**src/rtl/chat2snack_status_tx.sv**
```systemverilog
// rtl/chat2snack_status_tx.sv - 8N1 UART transmitter for 16-bit status packets, low byte first.
// Optional macro STATUS_TX_CHECKSUM_EN appends an XOR checksum byte after the high byte.
module chat2snack_status_tx #(
  parameter int CLKS_PER_BIT = 434
) (
  input  logic        clk,
  input  logic        rst,
  input  logic        send_req,
  input  logic [15:0] status_word,
  output logic        uart_tx_pin,
  output logic        busy,
  output logic        done_pulse,
  output logic        overrun
);

`ifdef STATUS_TX_CHECKSUM_EN
  localparam int NUM_BYTES = 3;
`else
  localparam int NUM_BYTES = 2;
`endif
  localparam int SW = 8 * NUM_BYTES;
  localparam int CW = (CLKS_PER_BIT > 1) ? $clog2(CLKS_PER_BIT) : 1;
  localparam logic [CW-1:0] CNT_LAST  = CW'(CLKS_PER_BIT - 1);
  localparam logic [1:0]    BYTE_LAST = 2'(NUM_BYTES - 1);

  typedef enum logic [2:0] {IDLE, START_BIT, DATA_BITS, STOP_BIT, DONE} state_t;

  state_t        state;
  logic [CW-1:0] cnt;
  logic [2:0]    bit_idx;
  logic [1:0]    byte_idx;
  logic [SW-1:0] shadow;
  logic          pending_valid;
  logic [15:0]   pending_word;
  logic [7:0]    cur_byte;
  logic          cnt_done;
  logic          in_frame;

  function automatic logic [SW-1:0] packet(input logic [15:0] w);
`ifdef STATUS_TX_CHECKSUM_EN
    return {w[7:0] ^ w[15:8], w};
`else
    return w;
`endif
  endfunction

  always_comb begin
    cur_byte = shadow[byte_idx*8 +: 8];
    cnt_done = (cnt == CNT_LAST);
    in_frame = (state == START_BIT) || (state == DATA_BITS) || (state == STOP_BIT);
  end

  always_ff @(posedge clk or posedge rst) begin
    if (rst) begin
      state         <= IDLE;
      cnt           <= '0;
      bit_idx       <= '0;
      byte_idx      <= '0;
      shadow        <= '0;
      pending_valid <= 1'b0;
      pending_word  <= '0;
      uart_tx_pin   <= 1'b1;
      busy          <= 1'b0;
      done_pulse    <= 1'b0;
      overrun       <= 1'b0;
    end else begin
      done_pulse <= 1'b0;
      // Requests arriving mid-packet park in a one-deep slot; a second one clobbers it.
      if (send_req && in_frame) begin
        pending_word  <= status_word;
        pending_valid <= 1'b1;
        if (pending_valid) overrun <= 1'b1;
      end
      case (state)
        IDLE: begin
          if (send_req) begin
            shadow      <= packet(status_word);
            byte_idx    <= '0;
            cnt         <= '0;
            uart_tx_pin <= 1'b0;
            busy        <= 1'b1;
            state       <= START_BIT;
          end
        end
        START_BIT: begin
          if (cnt_done) begin
            cnt         <= '0;
            bit_idx     <= '0;
            uart_tx_pin <= cur_byte[0];
            state       <= DATA_BITS;
          end else begin
            cnt <= cnt + 1'b1;
          end
        end
        DATA_BITS: begin
          if (cnt_done) begin
            cnt <= '0;
            if (bit_idx == 3'd7) begin
              uart_tx_pin <= 1'b1;
              state       <= STOP_BIT;
            end else begin
              bit_idx     <= bit_idx + 3'd1;
              uart_tx_pin <= cur_byte[bit_idx + 3'd1];
            end
          end else begin
            cnt <= cnt + 1'b1;
          end
        end
        STOP_BIT: begin
          if (cnt_done) begin
            cnt <= '0;
            if (byte_idx != BYTE_LAST) begin
              byte_idx    <= byte_idx + 2'd1;
              uart_tx_pin <= 1'b0;
              state       <= START_BIT;
            end else begin
              busy       <= 1'b0;
              done_pulse <= 1'b1;
              state      <= DONE;
            end
          end else begin
            cnt <= cnt + 1'b1;
          end
        end
        DONE: begin
          byte_idx <= '0;
          cnt      <= '0;
          // A fresh request in this cycle wins over the parked one, which is dropped silently.
          if (send_req) begin
            shadow        <= packet(status_word);
            pending_valid <= 1'b0;
            uart_tx_pin   <= 1'b0;
            busy          <= 1'b1;
            state         <= START_BIT;
          end else if (pending_valid) begin
            shadow        <= packet(pending_word);
            pending_valid <= 1'b0;
            uart_tx_pin   <= 1'b0;
            busy          <= 1'b1;
            state         <= START_BIT;
          end else begin
            state <= IDLE;
          end
        end
        default: state <= IDLE;
      endcase
    end
  end

endmodule

```
**config.mk**
```make
export PLATFORM = sky130hd
export DESIGN_NAME = chat2snack_status_tx
export DESIGN_NICKNAME = d
export VERILOG_FILES = /design/src/rtl/chat2snack_status_tx.sv
export SDC_FILE = /design/constraint.sdc
export NUM_CORES = 1
export LEC_CHECK = 0
export CAP_MARGIN = 20
export CORE_MARGIN = 3
export CORE_UTILIZATION = 34
export CTS_CLUSTER_SIZE = 8
export DETAILED_ROUTE_END_ITERATION = 6
export PLACE_DENSITY_LB_ADDON = 0.05
export SLEW_MARGIN = 10
export SYNTH_ARGS = -nofsm -noshare
export SYNTH_HDL_FRONTEND = slang
export SYNTH_SLANG_ARGS = --single-unit
```
**constraint.sdc**
```tcl
create_clock -name clk -period 1.71 [get_ports clk]
set_input_delay 0.342 -clock clk [delete_from_list [all_inputs] [get_ports clk]]
set_output_delay 0.342 -clock clk [all_outputs]
set_load 0.02 [all_outputs]
```
==> flow_summary_export.csv, run 1 <==
group,metric,value,unit
place,globalplace.congestion,0.845,
yosys,ys_seq_elements,54,
status,outcome,"complete, but fails checks",
detailed_routing,drtAntennaViolNets,0,
timing,setup_ws,-54.1,ps
status,violations,"negative setup slack",
floorplan,fp.dieH,96.9,µm
detailed_routing,drt_iter0_markers,45,
finish,finalNetCount,352,
timing,max_freq,567,MHz
floorplan,start_util,35.6,%
critical_path,startpoint_type,"flip-flop",
floorplan,die_area,0.00938,mm²
yosys,synth_compound_area_share,12.9,%
yosys,syn_area_per_cell,10.6,µm²
power_and_ir_drop,cellLeakagePower,1.60,nW
power_and_ir_drop,worst_ir_drop_vdd,0.339,mV
clock_network,cts_tree,"built",
clock_network,clkSlewWorstSetupHoldPaths,100,ps
yosys,yosysWarnings,0,
global_routing,antenna_found_initial,0,
worst_hold_path,worstHoldPathType,"input pin to async pin",
yosys,synth_cells,266,
finish,postLayoutCoreUtil,46.3,%
finish,multi_input_area,0.00143,mm²
yosys,yosys.area.top_type,"dfrtp_1",
power_and_ir_drop,finalPower,2.34,mW
yosys,synth_simple_gate_area_share,16.6,%
finish,seq_area,0.00136,mm²
finish,diodes,0,
global_routing,overflow,0,
yosys,synthArstFlopShare,100,%
finish,layout-drive-gt1-share,28.9,%
detailed_routing,remaining_drc_errors,0,
global_routing,grt_max_degree,53,
clock_network,clockBufferDepth,2,
clock_network,cts_root_buffer,"clkbuf_8",
clock_network,cts_max_level,2,
timing,whs,205,ps
place,post-place-ws,-342,ps
yosys,synth_xor_area_share,1.25,%
critical_path,end_kind,"flip-flop",
clock_network,clk_latency,310,ps
timing,period_needed,1760,ps
finish,layout_commonest_cell,"dfrtp_1",
finish,areaGrowthSynthToFinish,30.1,%
critical_path,critPathKind,"flip-flop to flip-flop",
clock_network,cts_buffers,5,
critical_path,crit_fanout,4,
global_routing,grt_pass1_vias,2221,
floorplan,ios,23,
detailed_routing,drt_wl_total,6290,µm
detailed_routing,post_drt_wl_per_cell,14.6,µm
global_routing,grt_pass1_wl,10800,µm
clock_network,hold_buffers,0,
timing,tightest_slew,404,ps
timing,rsz0062_at_grt,"true",
yosys,ys_seq_area_share,48.2,%
yosys,synth_edf_count,0,
floorplan,core,0.00789,mm²
detailed_routing,viasPerCell,5.11,
timing,setup_viol_count_final,2,
yosys,synth_top_family_by_area,"simple AND/OR/NAND/NOR gates",
power_and_ir_drop,power_density,639,mW/mm²
timing,slew_headroom,72.8,%
detailed_routing,dr.pass1.iters,4,
yosys,synth_fa_ha_area_share,2.23,%
yosys,muxShareOfSynthArea,15.3,%
timing,hold_viol,0,
yosys,synth_area,0.00281,mm²
timing,fin_crit_sh,103,%
detailed_routing,num_vias,2202,
clock_network,cts.sinks,54,
finish,layout_common_cells,"50 x dfrtp_1, 39 x buf_4, 26 x nor2_1",
global_routing,grt_util_all_layers,14.1,%
yosys,synth_area_leaders,"dfrtp_1 47%, mux2i_1 8.9%, mux2_2 6.4%",
timing,setup_tns,-90.4,ps
place,detailed_place_hpwl,4610,µm
yosys,synth_nets,290,
floorplan,fp.dieW,96.9,µm
place,io_buffer_count,22,
timing,finClkSkew,9.17,ps
finish,final.fill_count,770,
yosys,synth_cell_types,57,
floorplan,num_rows,32,
critical_path,required,1920,ps
run,drv_cap,0,
timing,final_max_slew_viol_count,0,
yosys,synth_top_area_share,47.2,%
yosys,synth_ff_type,"dfrtp_1",
critical_path,cp.arrival,1970,ps
[synthesized netlist by cell type, drive strengths merged, types with 2 or more instances]
master  instances
xnor2           3
nor3            3
nand2b          2
mux2i          25
nand3           7
or3             2
nor2           29
a41o            2
buf             7
a21o            3
nor2b           2
mux2           16
dfrtp          53
nand4           5
nor4b           2
inv             8
a211oi          2
and2            3
o21ai          11
a21oi          24
nand2          14
ha              5
o22ai           2
clkbuf          5
and3            3
a22oi           2
o21a            2
nor4            2
[where the power goes]
part / total [mW] / switching, mW / internal, mW
Clock: 0.773 / 0.439 / 0.334
Sequential: 1.37 / 0.0322 / 1.34
Combinational: 0.193 / 0.0811 / 0.112
[final timing paths]
check                         from         endpoint  slack, ps  depth (start not counted)
min in group clk           overrun          overrun        470                          1
hold reg to reg            overrun          overrun        470                          1
hold / removal                 rst  pending_word[7]        200                          2
setup / recovery            cnt[0]      byte_idx[1]        -50                          6
max in group asynchronous      rst      uart_tx_pin       1000                          3
setup reg to reg            cnt[0]      byte_idx[1]        -50                          6
[worst max-delay path: stages, from the launching register on]
cell	delay, ps
dfrtp_1	400
buf_6	120
ha_4	120
and4b_2	310
nand4_1	220
and3_1	230
a311o_1	260
[cell families after synthesis]
family	after synthesis
flip-flops	54
AND/OR/NAND/NOR	84
XOR/XNOR	4
AO/OA/AOI/OAI	58
multiplexers	41
buffers and inverters	20
adder cells (fa/ha/maj)	5
[cell type report]
cell class | instances | area share (%)
multi-input combinational | 192 | 39.0
sequential | 54 | 37.1
timing repair buffer | 67 | 16.8
tap | 102 | 3.49
clock buffer | 6 | 2.26
inverter | 8 | 0.822
clock inverter | 2 | 0.479
[routing by layer]
layer,share of wire [%],global-route usage [%],up-vias
met5,0,0,-
met4,1.3,3.56,0
met2,49,23.5,22
met3,2.9,3.60,9
li1,-,-,1091
met1,47,18.4,1080
[stage by stage]
step / instance area [µm²] / instances
after global routing: 3650 / 431
after floorplan: 2810 / 266
after global placement: 3440 / 418
after detailed placement: 3440 / 418
after CTS: 3580 / 429
final: 3650 / 431
[state kept, by name, summed over array words and instances (netlist names), 2 cells and up]
| name | count |
|---|---|
| state | 3 |
| cnt | 9 |
| shadow | 16 |
| pending_word | 16 |
| byte_idx | 2 |
| bit_idx | 3 |
[timing repair]
item | CTS | global route
buffers inserted | 3 | 2
pin swaps | 2 | 10
endpoints found under the setup margin | 15 | 18
gates resized for setup | 8 | 16
(Power assumes the default switching activity.)
==> run 2: changes to the inputs <==
- CORE_ASPECT_RATIO: not set -> 1.2
- CORE_MARGIN: 3 -> 5
==> run 2 against run 1 <==
Effect of this change:
- the run still ends with negative setup slack left
- via count fell by 2.1%
- core utilization is 0.38 points lower
- worst hold slack improved by 190 ps
- combinational power barely moved
- critical path depth is 2 higher
- die area grew 8.5%
- non-clock buffer count grew 2
- sequential power is essentially flat
- sequential share of layout area down 0.78 points
- critical endpoint is now cnt[3]
- highest routed layer unchanged
==> flow_summary_export.csv, run 2 (synthesized netlist as in run 1, its figures left out) <==
group,metric,value,unit
global_routing,grt_max_degree,55,
clock_network,cts_max_level,2,
critical_path,critPathKind,"flip-flop to flip-flop",
worst_hold_path,worstHoldPathType,"input pin to async pin",
critical_path,crit_family,"compound AO/OA/AOI/OAI gates",
critical_path,worstPathCellList,"inv_1 -> ha_2 -> and4b_2 -> buf_4 -> a211oi_2 -> buf_4 -> a21o_1 -> a22o_1",
floorplan,fp.dieH,110,µm
place,dp_cells,410,
critical_path,required,1910,ps
global_routing,antenna_found_initial,0,
global_routing,grt_util_all_layers,13.4,%
critical_path,end_kind,"flip-flop",
critical_path,path_buf_inv,3,
detailed_routing,drt_wl_total,6680,µm
status,violations,"negative setup slack",
clock_network,cts_tree,"built",
timing,rsz0062_at_grt,"true",
critical_path,cp_slowest_stage_delay,390,ps
timing,final_max_slew_viol_count,0,
clock_network,cts_buffers,5,
detailed_routing,drt_iter0_markers,81,
timing,fin_crit_sh,101,%
status,outcome,"complete, but fails checks",
finish,reg_top3,"pending_word: 16 flops, shadow: 16 flops, cnt: 9 flops",
timing,tightest_slew,337,ps
finish,fin_cells,426,
place,detailed_place_hpwl,4720,µm
power_and_ir_drop,worst_ir_drop_vdd,0.394,mV
place,io_buffer_count,22,
run,drv_cap,0,
finish,finalNetCount,354,
power_and_ir_drop,power_density,704,mW/mm²
finish,layout-drive-gt1-share,27.8,%
finish,postLayoutCoreUtil,45.9,%
critical_path,slowest_stage,"dfrtp_1",
timing,hold_viol,0,
floorplan,die_area,0.0102,mm²
finish,layout_common_cells,"52 x dfrtp_1, 38 x buf_4, 27 x nor2_1",
detailed_routing,drtAntennaViolNets,0,
finish,diodes,0,
global_routing,overflow,0,
timing,whs,394,ps
clock_network,clkSlewWorstSetupHoldPaths,100,ps
timing,finClkSkew,4.09,ps
critical_path,crit_top_cell,"buf_4",
critical_path,crit_fanout,6,
place,globalplace.congestion,0.773,
floorplan,num_rows,36,
clock_network,hold_buffers,0,
floorplan,ios,23,
floorplan,fp.dieW,93.0,µm
clock_network,cts_root_buffer,"clkbuf_8",
global_routing,grt_pass1_vias,2233,
detailed_routing,post_drt_wl_per_cell,15.7,µm
finish,areaGrowthSynthToFinish,32.7,%
detailed_routing,remaining_drc_errors,0,
floorplan,start_util,34.6,%
place,post-place-ws,-310,ps
detailed_routing,viasPerCell,5.06,
clock_network,clk_latency,300,ps
clock_network,cts.sinks,54,
critical_path,r2r_slack,-10,ps
timing,max_freq,580,MHz
global_routing,grt_pass1_wl,10800,µm
timing,setup_tns,-13.3,ps
timing,slew_headroom,77.2,%
finish,layout_commonest_cell,"dfrtp_1",
timing,setup_viol_count_final,1,
power_and_ir_drop,cellLeakagePower,1.64,nW
critical_path,cp.arrival,1930,ps
floorplan,core,0.00811,mm²
detailed_routing,dr.pass1.iters,4,
timing,period_needed,1720,ps
timing,setup_ws,-13.3,ps
critical_path,startpoint_type,"flip-flop",
clock_network,clockBufferDepth,2,
detailed_routing,num_vias,2155,
run 2: timing repair:
action                     4_1_cts  5_1_grt
cloned                           0        2
hold endpoints to repair         0        0
resized for setup                6       15
pin swaps                        9        5
setup endpoints to repair        6       41
setup buffers                    5        1
run 2: worst reg2reg max path, stage by stage, from the launching register on:
cell,delay (ps)
dfrtp_1,390
inv_1,60
ha_2,170
and4b_2,260
buf_4,140
a211oi_2,60
buf_4,160
a21o_1,160
a22o_1,220
run 2: cell type report:
type | count | area (µm²)
clock inverter | 2 | 60.1
tap | 95 | 119
fill | 797 | 4380
multi-input combinational | 192 | 1410
timing repair buffer | 69 | 668
sequential | 54 | 1350
clock buffer | 6 | 82.6
inverter | 8 | 32.5
run 2: path summary, 6_finish.rpt:
check,end,startpoint,depth (start not counted)
min,busy,rst,3
max,cnt[3],cnt[1],8
min in group clk,overrun,overrun,1
max reg2reg,cnt[3],cnt[1],8
max in group asynchronous,uart_tx_pin,rst,3
min reg2reg,overrun,overrun,1
run 2: report_power, final:
group	total [mW]	switching, mW	internal, mW
Sequential	1.37	0.0318	1.34
Clock	1.06	0.436	0.625
Combinational	0.192	0.0814	0.110
run 2: stage by stage:
stage	area (µm²)	total power, mW
finish	3720	2.62
detailed placement	3420	1.59
floorplan	2810	1.50
global route	3720	2.72
global placement	3420	1.59
CTS	3610	2.67
run 2: per-layer routing:
| metal | track usage, % | vias to the layer above | share of wire [%] |
|---|---|---|---|
| li1 | - | 1087 | - |
| met5 | 0 | - | 0 |
| met1 | 15.4 | 1048 | 43 |
| met4 | 3.77 | 0 | 1.0 |
| met3 | 2.26 | 4 | 1.6 |
| met2 | 25.4 | 16 | 54 |
==> run 3: changes to the inputs <==
- clock period: 1.71 -> 1.76 ns (I/O delays scaled with it)
==> run 3 against run 2 <==
Effect of this change:
- worst hold slack improved by 0.59 ps
- worst setup slack improved by 30 ps
- combinational power fell by 4%
- the run now ends clean
- non-clock buffer count fell by 13
- core utilization fell by 2.2 points
- sequential cell count did not move
- cell count fell by 3.1%
- via count fell by 1.5%
- first-iteration DRC count fell by 28%
- design area fell by 4.9%
- critical path type unchanged
- register-to-register slack improved by 30 ps
- sequential power fell by 3%
==> flow_summary_export.csv, run 3 (synthesized netlist as in run 1, its figures left out) <==
group,metric,value,unit
floorplan,ios,23,
critical_path,startpoint_type,"flip-flop",
clock_network,cts_root_buffer,"clkbuf_8",
floorplan,die_area,0.0102,mm²
critical_path,crit_family,"simple AND/OR/NAND/NOR gates",
floorplan,core,0.00811,mm²
timing,setup_ws,17.0,ps
place,globalplace.congestion,0.811,
detailed_routing,remaining_drc_errors,0,
floorplan,fp.dieW,93.0,µm
critical_path,worstPathCellList,"nor2_1 -> o21ai_0 -> and3_1 -> a311o_1",
finish,finalNetCount,341,
clock_network,clk_latency,310,ps
clock_network,hold_buffers,0,
clock_network,cts_tree,"built",
power_and_ir_drop,cellLeakagePower,1.53,nW
floorplan,fp.dieH,110,µm
clock_network,clockBufferDepth,2,
floorplan,num_rows,36,
place,dp_cells,404,
detailed_routing,viasPerCell,5.14,
place,io_buffer_count,22,
detailed_routing,drt_iter0_markers,58,
finish,fin_area,0.00354,mm²
finish,layout_common_cells,"50 x dfrtp_1, 30 x buf_4, 28 x nor2_1",
timing,final_max_slew_viol_count,0,
worst_hold_path,worstHoldPathType,"input pin to async pin",
critical_path,path_buf_inv,0,
finish,diodes,0,
critical_path,slowest_stage,"dfrtp_2",
place,detailed_place_hpwl,4710,µm
detailed_routing,post_drt_wl_per_cell,15.5,µm
critical_path,crit_fanout,8,
timing,max_freq,574,MHz
finish,fin_cells,413,
critical_path,required,1950,ps
critical_path,cp_slowest_stage_delay,480,ps
critical_path,end_kind,"flip-flop",
power_and_ir_drop,power_density,665,mW/mm²
finish,reg_top3,"pending_word: 16 flops, shadow: 16 flops, cnt: 9 flops",
clock_network,cts_buffers,5,
place,post-place-ws,-284,ps
timing,setup_viol_count_final,0,
timing,whs,395,ps
status,outcome,"complete, no violations",
critical_path,critPathKind,"flip-flop to flip-flop",
detailed_routing,drt_wl_total,6410,µm
detailed_routing,num_vias,2123,
detailed_routing,drtAntennaViolNets,0,
finish,layout_commonest_cell,"dfrtp_1",
finish,layout-drive-gt1-share,24.2,%
timing,finClkSkew,4.89,ps
global_routing,overflow,0,
finish,areaGrowthSynthToFinish,26.2,%
timing,tightest_slew,478,ps
place,place_area,0.00338,mm²
timing,rsz0062_at_grt,"true",
timing,fin_crit_sh,99.0,%
global_routing,grt_max_degree,55,
power_and_ir_drop,worst_ir_drop_vdd,0.244,mV
clock_network,clkSlewWorstSetupHoldPaths,100,ps
detailed_routing,dr.pass1.iters,4,
clock_network,cts.sinks,54,
timing,slew_headroom,67.8,%
power_and_ir_drop,finalPower,2.36,mW
global_routing,grt_util_all_layers,13.3,%
global_routing,antenna_found_initial,0,
timing,hold_viol,0,
run,drv_cap,0,
global_routing,grt_pass1_wl,10500,µm
global_routing,grt_pass1_vias,2129,
floorplan,start_util,34.6,%
timing,period_needed,1740,ps
clock_network,cts_max_level,2,
critical_path,cp.arrival,1940,ps
==> run 3: cell types whose count changed in the layout (fill, tap and decap cells not counted), moves of 2 or more <==
cell,delta
dfrtp_1,-2
buf_6,-3
clkbuf_16,-2
dfrtp_2,+2
buf_4,-8
==> run 3: worst paths after layout <==
check	from	slack (ps)	endpoint	cells after the start
max reg2reg	state[1]	20	byte_idx[1]	4
min	rst	400	busy	3
max	state[1]	20	byte_idx[1]	4
min in group clk	overrun	470	overrun	1
min reg2reg	overrun	470	overrun	1
max in group asynchronous	rst	1060	uart_tx_pin	3
==> run 3: per-stage QoR <==
| stage | utilization (%) | setup TNS (ps) |
|---|---|---|
| floorplan | - | 0 |
| global placement | 41.7 | -5760 |
| detailed placement | 41.7 | -6280 |
| CTS | 43.1 | -137 |
| global route | 43.7 | -182 |
| finish | 43.7 | 0 |
==> run 3: metal layers <==
layer | vias to the layer above | GRT usage, % | part of all wire [%] | wire length, µm
met1 | 1032 | 15.6 | 43 | 2780
met3 | 9 | 1.98 | 1.9 | 122
met4 | 0 | 5.76 | 1.8 | 117
met2 | 21 | 24.1 | 53 | 3390
li1 | 1061 | - | - | -
met5 | - | 0 | 0 | 0
==> run 3: repair_timing <==
action | CTS | global route
pin swaps | 0 | 7
resized for setup | 2 | 14
buffers inserted | 1 | 0
setup endpoints to repair | 8 | 12
==> run 3: where the power goes <==
group          internal, mW  leakage (nW)  switching [mW]  total [mW]
registers              1.30         0.641          0.0307        1.33
logic                 0.105         0.838          0.0786       0.184
clock network         0.425        0.0514           0.418       0.843
total                  1.83          1.53           0.527        2.36
==> run 3: layout make-up <==
type	instances	area (µm²)
multi-input combinational	192	1400
tap	95	119
inverter	8	30.0
sequential	54	1360
clock inverter	2	37.5
timing repair buffer	56	524
fill	792	4560
clock buffer	6	72.6
==> run 3: worst register-to-register path: cells and delay by family (launching register included) <==
kind            cells  cell delay (ps)
compound gates      2              560
flops               1              480
simple gates        2              600
